File: src/rtl/pwm_duty_ramp.sv
// Soft-start duty ramp: accepts a target duty over valid/ready and slews the registered
// duty_cycle toward it by at most STEP every PRESCALE clocks, with a synchronous kill.
module pwm_duty_ramp #(
  parameter int unsigned WIDTH    = 8,
  parameter int unsigned PRESCALE = 16,
  parameter int unsigned STEP     = 1
) (
  input  logic             clk,
  input  logic             reset,
  input  logic             tgt_valid,
  input  logic [WIDTH-1:0] tgt_duty,
  output logic             tgt_ready,
  input  logic             kill,
  output logic [WIDTH-1:0] duty_cycle,
  output logic             busy,
  output logic             done
);

  localparam logic [15:0]      PcntLast = 16'(PRESCALE - 1);
  localparam logic [WIDTH:0]   StepW    = (WIDTH + 1)'(STEP);
  localparam logic [WIDTH-1:0] StepN    = WIDTH'(STEP);

  typedef enum logic [1:0] {
    StIdle,
    StRampUp,
    StRampDown
  } state_e;

  state_e           state_q, state_d;
  logic [WIDTH-1:0] duty_q, duty_d;
  logic [WIDTH-1:0] target_q, target_d;
  logic [15:0]      pcnt_q, pcnt_d;
  logic             busy_q, busy_d;
  logic             done_q, done_d;

  // Differences carry an extra bit so the final partial step can never wrap.
  logic [WIDTH:0] diff_up;
  logic [WIDTH:0] diff_dn;
  logic           step_now;

  always_comb begin
    state_d  = state_q;
    duty_d   = duty_q;
    target_d = target_q;
    pcnt_d   = pcnt_q;
    busy_d   = busy_q;
    done_d   = 1'b0;
    diff_up  = {1'b0, target_q} - {1'b0, duty_q};
    diff_dn  = {1'b0, duty_q} - {1'b0, target_q};
    step_now = (pcnt_q == PcntLast);

    if (kill) begin
      state_d  = StIdle;
      duty_d   = '0;
      target_d = '0;
      pcnt_d   = '0;
      busy_d   = 1'b0;
    end else begin
      case (state_q)
        StIdle: begin
          pcnt_d = '0;
          if (tgt_valid) begin
            target_d = tgt_duty;
            if (tgt_duty > duty_q) begin
              state_d = StRampUp;
              busy_d  = 1'b1;
            end else if (tgt_duty < duty_q) begin
              state_d = StRampDown;
              busy_d  = 1'b1;
            end else begin
              done_d = 1'b1;
            end
          end
        end
        StRampUp: begin
          if (step_now) begin
            pcnt_d = '0;
            if (diff_up <= StepW) begin
              duty_d  = target_q;
              state_d = StIdle;
              busy_d  = 1'b0;
              done_d  = 1'b1;
            end else begin
              duty_d = duty_q + StepN;
            end
          end else begin
            pcnt_d = pcnt_q + 16'd1;
          end
        end
        default: begin
          if (step_now) begin
            pcnt_d = '0;
            if (diff_dn <= StepW) begin
              duty_d  = target_q;
              state_d = StIdle;
              busy_d  = 1'b0;
              done_d  = 1'b1;
            end else begin
              duty_d = duty_q - StepN;
            end
          end else begin
            pcnt_d = pcnt_q + 16'd1;
          end
        end
      endcase
    end
  end

  always_ff @(posedge clk) begin
    if (reset) begin
      state_q  <= StIdle;
      duty_q   <= '0;
      target_q <= '0;
      pcnt_q   <= '0;
      busy_q   <= 1'b0;
      done_q   <= 1'b0;
    end else begin
      state_q  <= state_d;
      duty_q   <= duty_d;
      target_q <= target_d;
      pcnt_q   <= pcnt_d;
      busy_q   <= busy_d;
      done_q   <= done_d;
    end
  end

  assign tgt_ready  = (state_q == StIdle) && !kill;
  assign duty_cycle = duty_q;
  assign busy       = busy_q;
  assign done       = done_q;

endmodule

File: config.mk
export PLATFORM = sky130hd
export DESIGN_NAME = pwm_duty_ramp
export DESIGN_NICKNAME = d
export VERILOG_FILES = /design/src/rtl/pwm_duty_ramp.sv
export SDC_FILE = /design/constraint.sdc
export NUM_CORES = 1
export LEC_CHECK = 0
export CORE_MARGIN = 5
export CORE_UTILIZATION = 53
export DETAILED_ROUTE_END_ITERATION = 16
export PLACE_DENSITY = 0.77
export SLEW_MARGIN = 0
export SYNTH_ARGS = -nofsm -noshare
export SYNTH_HDL_FRONTEND = slang
export SYNTH_SLANG_ARGS = --single-unit
File: constraint.sdc
create_clock -name clk -period 3 [get_ports clk]
set_input_delay 0.9 -clock clk [delete_from_list [all_inputs] [get_ports clk]]
set_output_delay 0.9 -clock clk [all_outputs]
set_load 0.02 [all_outputs]
# == Word level (Yosys, flattened, before mapping) ==
# Index checks and enable logic that the tools add are counted.
# classes
eq_ne,6
mux,29
addsub,5
reduce_logical,10
n_bitwise,1
magnitude_cmp,4
# ops
op,count
$mux 8,4
$le 9x1->1 const B,2
$sub 8x8->9,2
$add 16x1->16 const B,1
$eq 16x4->1 const B,1
$pmux 8 s2,1
$mux 1,14
$mux 2,7
$add 8x1->8 const B,1
$gt 8x8->1,1
$lt 8x8->1,1
$sub 8x1->8 const B,1
$ne 2x2->1 const B,3
$reduce_and 6->1,1
$pmux 1 s2,2
$pmux 2 s2,1
$reduce_and 2->1,2
$reduce_or 4->1,1
$ne 3x3->1 const B,1
$reduce_bool 3->1,1
$eq 2x1->1 const B,1
$logic_not 2->1,1
$reduce_bool 2->1,1
$reduce_or 2->1,1
other kinds (3),3
# word_totals
in_bits,12
reg_bits,36

# == Logic depth before layout (Yosys ltp) ==
# logic_depth
depth_word,5
depth_mapped,12
ltp_nobuf,12

# == Worst setup path before layout ==
# Ideal clock, no wire load.
# synth_path
kind,reg2reg
start,"register duty_q[2], in the netlist duty_cycle[2]"
end,"register duty_q[4], in the netlist duty_cycle[4]"
required_ns,2.869
stages_incl_launch_ff,12
path_buffers,1
arrival_ns,3.100
setup_slack_ns,-0.230
cell_sequence,dfxtp_1 -> inv_1 -> ha_1 -> buf_6 -> a21oi_4 -> a21oi_2 -> or4_4 -> a2111oi_4 -> nor2_4 -> a221oi_2 -> a2bb2oi_2 -> a211oi_2
# synth_between
elab_chain_cells,5
# synth_rtl
element,line_no,rtl
start: declaration,30,"logic [WIDTH-1:0] duty_q, duty_d;"
start signal: assignment,119,duty_q <= duty_d;
$sub 8x8->9 (on tied branches),"49, 48",
$le 9x1->1 (on tied branches),"93, 78",
$mux 8 (on tied branches),"93, 78",
$mux 8 (on tied branches),"91, 76",
$pmux 8 s2 *,59,case (state_q)
# Every way passes the cells marked *; elsewhere a longest branch is shown, timed or not. The select of a mux whose other input is x is not followed.
# A chain may end at the register's enable or synchronous reset.

# == Worst setup path after layout ==
# layout_path
start,"register duty_q[0], in the netlist duty_cycle[0]"
end,"register duty_q[4], in the netlist duty_cycle[4]"
# Same word-level chain as after synthesis.

==> run_results.csv <==
group,metric,value,unit
floorplan,die_h,83.5,microns
grt,antenna_found_initial,0,
timing,fin_crit,2990,ps
place,gp_routability_congestion,0.914,
route,drtIter0Drc,216,
setup_path,cp-start-kind,"flip-flop",
timing,final_hold_viol_count,0,
cts,clockBufferDepth,2,
power,powerDensity,303,nW/um^2
timing,clock_skew,4.93,ps
place,io_buffers,22,
logic_synthesis,dominantRegCellSynth,"dfxtp_1",
cells_and_area,final_cell_mix,"buf_4 (47), nor2_1 (39), nand2_1 (33), a21oi_1 (30), dfxtp_1 (29)",
route,wl_per_cell,16.7,microns
cells_and_area,synthToLayoutAreaGrowth,26.9,%
min_path,worstHoldPathType,"flip-flop to flip-flop",
grt,grt_pass1_wl,13.4,mm
timing,max_slew.worst_pin.slew,516,ps
grt,grt.total_usage,23.3,%
floorplan,die_w,83.5,microns
floorplan,boundaryPins,23,
place,hpwl,6.23,mm
route,drc,0,
cells_and_area,num_antenna_cells,0,
timing,drv_slew,0,
floorplan,rows,26,
logic_synthesis,syn_area,2860,sq um
cts,clk_pin_slew,70,ps
cts,cts_tree,"done",
setup_path,arrival,3140,ps
power,leakage,1.42,nW
place,place_area,3460,sq um
logic_synthesis,postSynthCellCount,360,
timing,setup_viol,0,
cts,cts_root_buffer,"clkbuf_8",
power,p_clk_share,29.0,%
cells_and_area,layout_commonest_cell,"buf_4",
power,sequentialPowerShare,44.3,%
grt,overflow,0,
cells_and_area,final_util,70.2,%
route,dr_total_vias,2969,
cts,cts-buffers-inserted,5,
setup_path,cp-end-kind,"flip-flop",
route,dr.pass1.iters,5,
logic_synthesis,ys_types,61,
setup_path,cp.required,3150,ps
logic_synthesis,synth_nets,401,
power,power.switching,0.322,mW
floorplan,start_util,55.3,%
status,outcome,"complete, no violations",
logic_synthesis,ys_ff_latch,36,
grt,grt_pass1_vias,2864,
cells_and_area,design_area,3630,sq um
power,vdd_drop_max,0.000316,V
logic_synthesis,yosys_warnings,0,
route,wl,8.25,mm
logic_synthesis,synth_edf_count,0,
power,power_frac_comb,26.7,%
cells_and_area,fillers,413,
timing,period_share,99.7,%
cells_and_area,drive_gt1_share,21.9,%
job,max-cap-violations,0,
logic_synthesis,syn_avg_cell_area,7.95,sq um
cts,hold_buffers,0,
setup_path,crit_type,"flip-flop to flip-flop",
power,intPower,0.780,mW
floorplan,coreArea,5170,sq um
setup_path,critPathMaxFanout,9,
cts,cts_sinks,36,
logic_synthesis,ys_async_sr_fraction,0,%
cts,htreeDepth,2,
logic_synthesis,ys_seq_area_share,25.2,%
route,antenna_left,0,
floorplan,fp.dieArea,6970,sq um
route,vias_per_cell,6.00,
timing,rsz0062_at_grt,"yes",
grt,grt_max_degree,17,
setup_path,rrSetupSlack,8,ps
cells_and_area,nets,466,
power,switching_share,29.2,%
cts,clkLatencyLatePin,280,ps
timing,slew_headroom,65.6,%
timing,fmax,0.334,GHz
-- flip-flops by register name, indices dropped and copies added (netlist names) --
signal,count
target_q,8
pcnt_q,16
busy,1
done,1
duty_cycle,8
state_q,2
-- synth_stat cells (3+ instances only) --
master | instances | area, sq um
xor2_1 | 9 | 78.8
xnor2_1 | 8 | 70.1
and3_1 | 4 | 25.0
buf_2 | 3 | 15.0
o21ai_0 | 11 | 55.1
nand2_1 | 33 | 124
mux2i_1 | 3 | 30.0
dfxtp_1 | 36 | 721
a21boi_0 | 3 | 22.5
nand3b_1 | 5 | 37.5
nor2b_1 | 6 | 37.5
nor2_1 | 39 | 146
a31oi_1 | 3 | 18.8
or3_1 | 3 | 18.8
nor3_1 | 7 | 35.0
nand3_1 | 19 | 95.1
a211oi_1 | 3 | 22.5
inv_1 | 23 | 86.3
ha_1 | 27 | 338
and2_1 | 4 | 25.0
nor4_1 | 4 | 25.0
o21a_1 | 4 | 30.0
a21oi_1 | 30 | 150
nand4_1 | 7 | 43.8
o31ai_1 | 4 | 30.0
a221oi_1 | 4 | 35.0
a21oi_2 | 3 | 26.3
a21o_1 | 4 | 30.0
clkbuf_1 | 7 | 26.3
-- layout make-up --
cell class	instances	area, sq um	share of cell area (%)
multi-input combinational	289	2060	56.8
tap	70	87.6	2.41
inverter	23	88.8	2.45
sequential	36	732	20.2
clock inverter	1	5.00	0.138
timing repair buffer	70	583	16.1
clock buffer	6	72.6	2.00
-- worst max-delay path: stages, from the launching register on --
cell,delay (ps)
dfxtp_4,370
inv_4,70
ha_4,130
inv_1,50
fa_2,350
xnor2_1,200
o2111ai_1,170
or4_4,530
a2111oi_4,240
buf_6,180
nor2_4,60
a221oi_2,290
a2bb2oi_2,170
a211oi_2,50
-- repair_timing --
| item | CTS | global route |
|---|---|---|
| endpoints found under the hold margin | 0 | 0 |
| pin swaps | 1 | 2 |
| setup endpoints to repair | 6 | 11 |
| setup buffers | 1 | 2 |
| resized for setup | 3 | 13 |
-- final timing paths --
| kind | depth (start not counted) | startpoint | endpoint |
|---|---|---|---|
| max reg2reg | 13 | duty_cycle[0]$_SDFFE_PP0P_ | duty_cycle[4]$_SDFFE_PP0P_ |
| min reg2reg | 1 | pcnt_q[0]$_SDFF_PP0_ | pcnt_q[0]$_SDFF_PP0_ |
| min | 1 | pcnt_q[0]$_SDFF_PP0_ | pcnt_q[0]$_SDFF_PP0_ |
| max | 13 | duty_cycle[0]$_SDFFE_PP0P_ | duty_cycle[4]$_SDFFE_PP0P_ |
-- logic make-up (layout without fill, tap and decap cells) --
family                     Yosys count  after routing  share of synthesized area [%]
AOI/OAI and AO/OA                   94             94                           24.3
xor gates and xnor gates            17             17                           5.20
adders and majority gates           29             29                           13.2
buffers and inverters               35            100                           4.98
DFF                                 36             36                           25.2
muxes                                5              5                           1.84
and+or+nand+nor                    144            144                           25.3
-- metrics by stage --
step	hold WS (ps)	power (mW)	setup TNS (ps)	worst slack, ps	std cells
2_1_floorplan	430	0.669	0	0.763	360
3_3_place_gp	446	0.759	0	12.8	485
3_5_place_dp	455	0.766	-68.1	-34.3	485
4_1_cts	472	1.09	0	3.24	493
5_1_grt	514	1.15	-383	-140	495
6_report	472	1.10	0	7.61	495
-- power groups by stage --
stage	Sequential, mW	Clock, mW	Combinational (mW)
finish	0.489	0.320	0.294
global route	0.489	0.348	0.316
CTS	0.488	0.325	0.275
detailed placement	0.499	0	0.267
global placement	0.498	0	0.260
floorplan	0.499	0	0.170
-- layer usage --
layer	track usage [%]	part of all wire, %	vias to the layer above
met3	4.44	6.6	30
met5	0	0	-
li1	-	-	1430
met2	39.1	49	145
met4	9.80	2.8	0
met1	29.0	42	1364
Power figures use the tool's default switching activity.
